==> src/rtl/cache_pmem_arbiter_if.sv <==
// Cache/memory bus bundle for cache_pmem_arbiter.
// The arbiter takes the slave view; the caches plus memory side takes the master view.
interface cache_pmem_arbiter_if;
  // I-cache side
  logic         i_read;
  logic [31:0]  i_addr;
  logic [255:0] i_rdata;
  logic         i_resp;
  // D-cache side
  logic         d_read;
  logic         d_write;
  logic [31:0]  d_addr;
  logic [255:0] d_wdata;
  logic [255:0] d_rdata;
  logic         d_resp;
  // Physical memory side
  logic         pmem_read;
  logic         pmem_write;
  logic [31:0]  pmem_address;
  logic [63:0]  pmem_wdata;
  logic [63:0]  pmem_rdata;
  logic         pmem_resp;

  modport slave (
    input  i_read, i_addr, d_read, d_write, d_addr, d_wdata, pmem_rdata, pmem_resp,
    output i_rdata, i_resp, d_rdata, d_resp, pmem_read, pmem_write, pmem_address, pmem_wdata
  );

  modport master (
    output i_read, i_addr, d_read, d_write, d_addr, d_wdata, pmem_rdata, pmem_resp,
    input  i_rdata, i_resp, d_rdata, d_resp, pmem_read, pmem_write, pmem_address, pmem_wdata
  );
endinterface

==> src/rtl/cache_pmem_arbiter.sv <==
// Arbitrates I-cache fills and D-cache fills/writebacks onto one 4x64-bit burst memory port.
// Define ARB_ROUND_ROBIN_EN for alternating conflict arbitration; otherwise the D-cache wins.
module cache_pmem_arbiter (
  input  logic                  clk,
  input  logic                  rst,
  cache_pmem_arbiter_if.slave   bus
);

  typedef enum logic [2:0] {IDLE, I_RD, D_RD, D_WR, DONE} state_t;

  state_t       state_q;
  logic [1:0]   k_q;
  logic [255:0] line_q;

  logic         d_req;
  logic         any_req;
  logic         grant_d;
  logic [1:0]   k_next;

`ifdef ARB_ROUND_ROBIN_EN
  typedef enum logic {GNT_I, GNT_D} gnt_t;
  gnt_t         last_grant_q;
`endif

  always_comb begin
    d_req   = bus.d_read | bus.d_write;
    any_req = d_req | bus.i_read;
    k_next  = k_q + 2'd1;
`ifdef ARB_ROUND_ROBIN_EN
    // On conflict the port that did not win last time is served.
    grant_d = d_req & (~bus.i_read | (last_grant_q == GNT_I));
`else
    grant_d = d_req;
`endif
  end

  always_ff @(posedge clk or negedge rst) begin
    if (!rst) begin
      state_q          <= IDLE;
      k_q              <= '0;
      line_q           <= '0;
      bus.i_rdata      <= '0;
      bus.i_resp       <= 1'b0;
      bus.d_rdata      <= '0;
      bus.d_resp       <= 1'b0;
      bus.pmem_read    <= 1'b0;
      bus.pmem_write   <= 1'b0;
      bus.pmem_address <= '0;
      bus.pmem_wdata   <= '0;
`ifdef ARB_ROUND_ROBIN_EN
      last_grant_q     <= GNT_I;
`endif
    end else begin
      bus.i_resp <= 1'b0;
      bus.d_resp <= 1'b0;
      case (state_q)
        IDLE: begin
          if (any_req) begin
            k_q <= '0;
            if (grant_d) begin
              bus.pmem_address <= bus.d_addr & 32'hFFFF_FFE0;
`ifdef ARB_ROUND_ROBIN_EN
              last_grant_q <= GNT_D;
`endif
              if (bus.d_write) begin
                state_q        <= D_WR;
                bus.pmem_write <= 1'b1;
                line_q         <= bus.d_wdata;
                bus.pmem_wdata <= bus.d_wdata[63:0];
              end else begin
                state_q       <= D_RD;
                bus.pmem_read <= 1'b1;
              end
            end else begin
              state_q          <= I_RD;
              bus.pmem_read    <= 1'b1;
              bus.pmem_address <= bus.i_addr & 32'hFFFF_FFE0;
`ifdef ARB_ROUND_ROBIN_EN
              last_grant_q <= GNT_I;
`endif
            end
          end
        end

        I_RD, D_RD: begin
          if (bus.pmem_resp) begin
            line_q[{k_q, 6'd0} +: 64] <= bus.pmem_rdata;
            k_q <= k_next;
            if (k_q == 2'd3) begin
              // Final beat goes straight into the response register alongside the buffer.
              state_q          <= DONE;
              bus.pmem_read    <= 1'b0;
              bus.pmem_address <= '0;
              if (state_q == I_RD) begin
                bus.i_resp  <= 1'b1;
                bus.i_rdata <= {bus.pmem_rdata, line_q[191:0]};
              end else begin
                bus.d_resp  <= 1'b1;
                bus.d_rdata <= {bus.pmem_rdata, line_q[191:0]};
              end
            end
          end
        end

        D_WR: begin
          if (bus.pmem_resp) begin
            k_q <= k_next;
            if (k_q == 2'd3) begin
              state_q          <= DONE;
              bus.pmem_write   <= 1'b0;
              bus.pmem_address <= '0;
              bus.pmem_wdata   <= '0;
              bus.d_resp       <= 1'b1;
            end else begin
              bus.pmem_wdata <= line_q[{k_next, 6'd0} +: 64];
            end
          end
        end

        DONE:    state_q <= IDLE;
        default: state_q <= IDLE;
      endcase
    end
  end

endmodule

==> src/flat_wrapper.sv <==
// flat-port wrapper written by rule: the top's interface ports become plain ports
module cache_pmem_arbiter_flat 
  (clk, rst, bus_i_read, bus_i_addr, bus_d_read, bus_d_write, bus_d_addr, bus_d_wdata, bus_pmem_rdata, bus_pmem_resp, bus_i_rdata, bus_i_resp, bus_d_rdata, bus_d_resp, bus_pmem_read, bus_pmem_write, bus_pmem_address, bus_pmem_wdata);
  cache_pmem_arbiter_if bus_i ();
  input  logic clk;
  input  logic rst;
  input wire logic [$bits(bus_i.i_read)-1:0] bus_i_read;
  input wire logic [$bits(bus_i.i_addr)-1:0] bus_i_addr;
  input wire logic [$bits(bus_i.d_read)-1:0] bus_d_read;
  input wire logic [$bits(bus_i.d_write)-1:0] bus_d_write;
  input wire logic [$bits(bus_i.d_addr)-1:0] bus_d_addr;
  input wire logic [$bits(bus_i.d_wdata)-1:0] bus_d_wdata;
  input wire logic [$bits(bus_i.pmem_rdata)-1:0] bus_pmem_rdata;
  input wire logic [$bits(bus_i.pmem_resp)-1:0] bus_pmem_resp;
  output wire logic [$bits(bus_i.i_rdata)-1:0] bus_i_rdata;
  output wire logic [$bits(bus_i.i_resp)-1:0] bus_i_resp;
  output wire logic [$bits(bus_i.d_rdata)-1:0] bus_d_rdata;
  output wire logic [$bits(bus_i.d_resp)-1:0] bus_d_resp;
  output wire logic [$bits(bus_i.pmem_read)-1:0] bus_pmem_read;
  output wire logic [$bits(bus_i.pmem_write)-1:0] bus_pmem_write;
  output wire logic [$bits(bus_i.pmem_address)-1:0] bus_pmem_address;
  output wire logic [$bits(bus_i.pmem_wdata)-1:0] bus_pmem_wdata;
  assign bus_i.i_read = bus_i_read;
  assign bus_i.i_addr = bus_i_addr;
  assign bus_i.d_read = bus_d_read;
  assign bus_i.d_write = bus_d_write;
  assign bus_i.d_addr = bus_d_addr;
  assign bus_i.d_wdata = bus_d_wdata;
  assign bus_i.pmem_rdata = bus_pmem_rdata;
  assign bus_i.pmem_resp = bus_pmem_resp;
  assign bus_i_rdata = bus_i.i_rdata;
  assign bus_i_resp = bus_i.i_resp;
  assign bus_d_rdata = bus_i.d_rdata;
  assign bus_d_resp = bus_i.d_resp;
  assign bus_pmem_read = bus_i.pmem_read;
  assign bus_pmem_write = bus_i.pmem_write;
  assign bus_pmem_address = bus_i.pmem_address;
  assign bus_pmem_wdata = bus_i.pmem_wdata;
  cache_pmem_arbiter u_core (.clk(clk), .rst(rst), .bus(bus_i));
endmodule
==> config.mk <==
export PLATFORM = sky130hd
export DESIGN_NAME = cache_pmem_arbiter_flat
export DESIGN_NICKNAME = d
export VERILOG_FILES = /design/src/rtl/cache_pmem_arbiter_if.sv /design/src/rtl/cache_pmem_arbiter.sv /design/src/flat_wrapper.sv
export SDC_FILE = /design/constraint.sdc
export NUM_CORES = 2
export LEC_CHECK = 0
export BUFFER_PORTS_ARGS = -buffer_cell sky130_fd_sc_hd__buf_2
export CORE_AREA = 2 2 387 389
export DETAILED_ROUTE_END_ITERATION = 8
export DIE_AREA = 0 0 389 391
export GPL_ROUTABILITY_DRIVEN = 0
export GPL_TIMING_DRIVEN = 0
export HOLD_SLACK_MARGIN = 0.08
export PLACE_DENSITY = 0.54
export SLEW_MARGIN = 20
export SYNTH_ARGS = -nofsm -noshare
export SYNTH_HDL_FRONTEND = slang
export SYNTH_SLANG_ARGS = --single-unit
==> constraint.sdc <==
create_clock -name clk -period 3.2 [get_ports clk]
set_input_delay 0.48 -clock clk [delete_from_list [all_inputs] [get_ports clk]]
set_output_delay 0.48 -clock clk [all_outputs]
set_load 0.1 [all_outputs]
Word-level counts from Yosys, hierarchy flattened
Cells that the tools add are included.
{"block": "totals", "register_bits": 873, "inputBits": 390, "out_inout_bits": 612, "elab_cells": 94}
{"block": "classes", "n_addsub": 2, "eq_ne": 14, "n_shift": 3, "mux": 46, "bitwise_logic": 3, "reduce_logical": 15}
{"operator": "$mux W256", "count": 4}
{"operator": "$pmux W256 S2", "count": 1}
{"operator": "$mux W64", "count": 5}
{"operator": "$bwmux W256", "count": 1}
{"operator": "$shift A64 B10 Y256 const A", "count": 1}
{"operator": "$shiftx A256 B9 Y64", "count": 1}
{"operator": "$shiftx A64 B10 Y256", "count": 1}
{"operator": "$mux W32", "count": 4}
{"operator": "$pmux W64 S2", "count": 1}
{"operator": "$pmux W32 S2", "count": 1}
{"operator": "$mux W1", "count": 18}
{"operator": "$reduce_and A5 Y1", "count": 3}
{"operator": "$ne A2 B1 Y1 const B", "count": 6}
{"operator": "$reduce_and A4 Y1", "count": 3}
{"operator": "$neg A8 Y10", "count": 1}
{"operator": "$mux W3", "count": 3}
{"operator": "$eq A3 B2 Y1 const B", "count": 2}
{"operator": "$mux W2", "count": 3}
{"operator": "$ne A2 B2 Y1 const B", "count": 3}
{"operator": "$pmux W1 S2", "count": 3}
{"operator": "$pmux W3 S2", "count": 1}
{"operator": "$reduce_and A3 Y1", "count": 2}
{"operator": "$reduce_and A6 Y1", "count": 1}
{"operator": "$reduce_bool A2 Y1", "count": 3}
{"operator": "10 further kinds", "count": 11}

Logic depth before layout (Yosys ltp)
{"block": "depth", "ltp_word": 5, "mapped_depth": 11, "mapped_depth_nobuf": 6}

Worst setup path before layout
Ideal clock, no wire load.
{"block": "synth_timing", "path_type": "register to register", "startpoint": "register u_core.k_q[0]", "endpoint": "register u_core.bus.pmem_wdata[0]", "setup_time_ps": 124, "arrival_ps": 2546, "t_required_ps": 3076, "setup_slack_ps": 530, "stages_incl_launch_ff": 11, "n_path_buf": 5, "period_less_slack_ps": 2670, "path_cell_list": "dfrtp_1 -> buf_2 -> buf_6 -> buf_2 -> inv_1 -> ha_1 -> buf_2 -> clkbuf_1 -> mux4_2 -> a22oi_1 -> a21oi_2"}
{"block": "synth_via", "elab_chain_cells": 5, "elab_cells_between_ends": 6, "cone_classes": "add/sub (1); eq/ne (1); shift (1); mux (3)"}
{"element": "start, declared", "line": "cache_pmem_arbiter.sv:12", "rtl": "logic [1:0] k_q;"}
{"element": "start signal, assigned", "line": "cache_pmem_arbiter.sv:88", "rtl": "k_q <= k_next;"}
{"element": "start signal, assigned", "line": "cache_pmem_arbiter.sv:107", "rtl": "k_q <= k_next;"}
{"element": "$add A2 B1 Y2", "line": "cache_pmem_arbiter.sv:28", "rtl": "k_next = k_q + 2'd1;"}
{"element": "$shiftx A256 B9 Y64", "line": "cache_pmem_arbiter.sv:115", "rtl": "bus.pmem_wdata <= line_q[{k_next, 6'd0} +: 64];"}
{"element": "$mux W64 *", "line": "cache_pmem_arbiter.sv:108", "rtl": "if (k_q == 2'd3) begin"}
{"element": "$mux W64 *", "line": "cache_pmem_arbiter.sv:106", "rtl": "if (bus.pmem_resp) begin"}
{"element": "$pmux W64 S2 *", "line": "cache_pmem_arbiter.sv:56", "rtl": "case (state_q)"}
{"element": "end signal, assigned", "line": "cache_pmem_arbiter.sv:69", "rtl": "bus.pmem_wdata <= bus.d_wdata[63:0];"}
{"element": "end signal, assigned", "line": "cache_pmem_arbiter.sv:115"}
{"element": "end, declared", "line": "cache_pmem_arbiter_if.sv:26", "rtl": "output i_rdata, i_resp, d_rdata, d_resp, pmem_read, pmem_write, pmem_address, pmem_wdata"}
Every way passes the cells marked *; elsewhere a longest branch is shown, timed or not. The select of a mux whose other input is x is not followed.
A chain may end at the register's enable or synchronous reset.

Final worst setup path
{"block": "layout_timing", "startpoint": "register u_core.k_q[1]", "endpoint": "register u_core.bus.d_rdata[208]"}
{"block": "layout_via", "elab_chain_cells": 2}
{"element": "$eq A2 B2 Y1", "line": "cache_pmem_arbiter.sv:89", "rtl": "if (k_q == 2'd3) begin"}
{"element": "$reduce_and A4 Y1 (no source line)"}
{"element": "end signal, assigned", "line": "cache_pmem_arbiter.sv:99", "rtl": "bus.d_rdata <= {bus.pmem_rdata, line_q[191:0]};"}
{"element": "end, declared", "line": "cache_pmem_arbiter_if.sv:26"}
Every way passes these cells.

==> key figures <==
Place
  – IO buf count: approximately 1000
  – Post-DP HPWL: 136 mm
  – Post-DP Area: 46700 sq um

Routing
  – DRC Markers: 0
  – Vias per Instance: 4.78
  – DR WL/cell: 27.6 um
  – Detailed Route Iter0 Violations: about 1700
  – Routed Antenna Nets: 0
  – DR pass1 iterations: 5
  – Vias: 31100
  – Post-Route WL: roughly 180 mm

Critical path
  – Crit path max fanout: 10
  – Flop-to-flop setup slack: between 50 and 60 ps
  – Critical path class: reg2reg
  – WP data required: between 3000 and 4000 ps
  – CP endpoint kind: register
  – Crit path DAT: 3750 ps
  – Worst Setup Start Kind: register

Floorplanning
  – Die width: 389 um
  – # IOs: approximately 1000
  – # rows: ~140
  – Die Y: roughly 390 um
  – Initial Util: a little over a quarter
  – Core Area: 149000 sq um
  – Die Area: between 150000 and 200000 sq um

Layout
  – Finished layout cell area: roughly 54000 sq um
  – Fin util: between 30% and 40%
  – Proportion of layout cells with a drive suffix above 1: 44.0%
  – Nets: just under 5000
  – Layout Area Growth over Synthesis: 38.0%

Synth
  – Most numerous cell in the Yosys netlist: dfrtp_1
  – Synth top area cells: dfrtp_1 56%, mux2_2 13%, mux2i_1 7.2%
  – Sequential fraction of the synthesis area: between 50% and 60%
  – Post-synth cell types: 47
  – Commonest cells in the synthesized netlist: 868 x dfrtp_1, 453 x mux2_2, 324 x nor2_1
  – Post-Syn Area per Cell: around 13 sq um
  – Synth Register Bits: 868
  – Post-synth EDFFs: 0
  – Mapped Area: between 30000 and 40000 sq um
  – Async set-or-reset flop fraction in the synthesized netlist: 100%
  – Share of the synthesized area in the top cell type: between 50% and 60%
  – Area leader, netlist: dfrtp_1
  – Syn. warnings: 0
  – Synth Instances: between 3000 and 4000
  – Post-synth top flop: dfrtp_1

Global routing
  – First-pass GRT wire length: 249 mm
  – GRT overflow: 0
  – Largest net degree at the start of global routing: between 100 and 150
  – Number of global-route vias before repair: 32200
  – GRT Overall Usage: between 20% and 30%
  – Initial antenna violation count: 33

Timing
  – Final count of hold timing violations: 0
  – Tcrit/Tclk final: a little over nine tenths
  – Final slew viol count: 0
  – Setup Viol. Count Final: 0
  – Slew HR: 19.5%
  – Period minus WS final: ~3100 ps
  – Setup clock skew after layout: ~54 ps
  – Achievable Freq: roughly 320 MHz
  – RSZ-0062 raised after global routing: false
  – Worst-Margin Slew: 1210 ps

Clocking
  – Worst-case clock buffer depth: 3
  – Clk_lat worst skew: between 700 and 800 ps
  – Num CTS Buffers: slightly below 100
  – H-tree lvl count: 3
  – Worst-path clk slew: 60 ps
  – CTS Root Cell: clkbuf_16
  – CTS tree: done
  – Clock sink count: roughly 870

Run status
  – Status: completed

Min path
  – Hold Crit Class: in2reg

Job
  – Max Cap Violations: 0
==> kinds of logic (layout without fill, tap and decap cells) <==
family | count (synthesis) | in the layout | share of synthesized area [%]
AOI/OAI and AO/OA | 430 | 430 | 7.17
buffers and inverters | 233 | 1756 | 3.56
and+or+nand+nor | 613 | 613 | 7.86
DFF | 868 | 868 | 55.6
adders and majority gates | 5 | 5 | 0.160
muxes | 859 | 859 | 25.7
other | 1 | 26 | 0.00959
==> final timing paths <==
path                       cells after the start                   start                      end
max in group asynchronous                      5                     rst       u_core.line_q[150]
min                                            2       bus_pmem_rdata[3]  u_core.bus.i_rdata[195]
min reg2reg                                    1  u_core.bus.i_rdata[59]   u_core.bus.i_rdata[59]
max                                            6           u_core.k_q[1]  u_core.bus.d_rdata[208]
max reg2reg                                    6           u_core.k_q[1]  u_core.bus.d_rdata[208]
min in group asynchronous                      2                     rst  u_core.bus.d_rdata[251]
==> timing repair <==
item,CTS,global route
setup buffers,0,1
setup endpoints to repair,486,396
endpoints found under the hold margin,473,0
gates cloned,0,1
hold buffers,349,0
pin swaps,2,1
gates resized for setup,65,22
==> cells in the final DEF (no fill, tap or decap), types with 3 or more instances in the layout <==
cell type	instances
conb_1	5
nand2_1	3
clkinv_16	4
ha_1	4
mux2_2	453
mux2_1	59
dlygate4sd3_1	349
dfrtp_1	868
nand4b_1	8
mux4_2	64
buf_1	3
buf_16	8
buf_2	1078
a22oi_2	8
clkinv_2	15
and2_1	256
nor2_1	324
mux2i_1	283
buf_4	75
o21ai_0	3
inv_1	4
buf_6	18
clkbuf_8	27
a22oi_1	56
a31oi_2	4
clkinvlp_4	4
clkbuf_4	8
clkbuf_1	28
bufinv_16	9
clkbuf_16	99
diode_2	21
clkinv_4	3
o2bb2ai_1	27
a21oi_2	86
a21oi_1	238
clkbuf_2	15
==> metal layers <==
metal / wire [um] / track usage [%] / share of wire, % / vias up
li1: - / - / - / 13500
met1: 72400 / 28.2 / 40 / 16100
met2: 88500 / 39.6 / 49 / 1148
met3: 11900 / 5.11 / 6.7 / 265
met4: 6380 / 8.34 / 3.6 / 10
met5: 66 / 0 / 0.037 / -
==> flip-flops by register name, indices dropped and copies added, names as in the netlist <==
| signal | flops |
|---|---|
| u_core.bus.d_resp | 1 |
| u_core.bus.pmem_address | 27 |
| u_core.state_q | 3 |
| u_core.k_q | 2 |
| u_core.bus.pmem_read | 1 |
| u_core.line_q | 256 |
| u_core.bus.pmem_wdata | 64 |
| u_core.bus.pmem_write | 1 |
| u_core.bus.d_rdata | 256 |
| u_core.bus.i_resp | 1 |
| u_core.bus.i_rdata | 256 |
==> metrics by stage <==
step	cells	TNS (ps)	setup slack [ps]	hold WS, ps
6_report	6501	0	55.4	142
5_1_grt	6489	0	2.99	124
4_1_cts	6478	-12050	-194	80.7
3_5_place_dp	5951	-223620	-1510	426
3_3_place_gp	5943	-	-18310	464
2_1_floorplan	3013	0	530	184
==> worst max-delay path: stages, from the launching register on <==
cell	delay, ps
dfrtp_1	390
ha_1	330
nand2_2	190
nor3_2	560
buf_2	740
buf_4	410
mux2_2	380
==> layout make-up <==
type | count | area, sq um
Buffer | 228 | 1570
Multi-Input combinational cell | 1912 | 16100
Sequential cell | 868 | 21700
Clock inverter | 38 | 578
Antenna cell | 21 | 52.6
Inverter | 4 | 15.0
Tap cell | 1944 | 2430
Timing Repair Buffer | 1345 | 8680
Fill cell | 14800 | 94600
Clock buffer | 141 | 2870
Power is left out: the tool's default activity adds up to more than one toggle a clock period on the data nets, which glitch-free logic cannot reach.
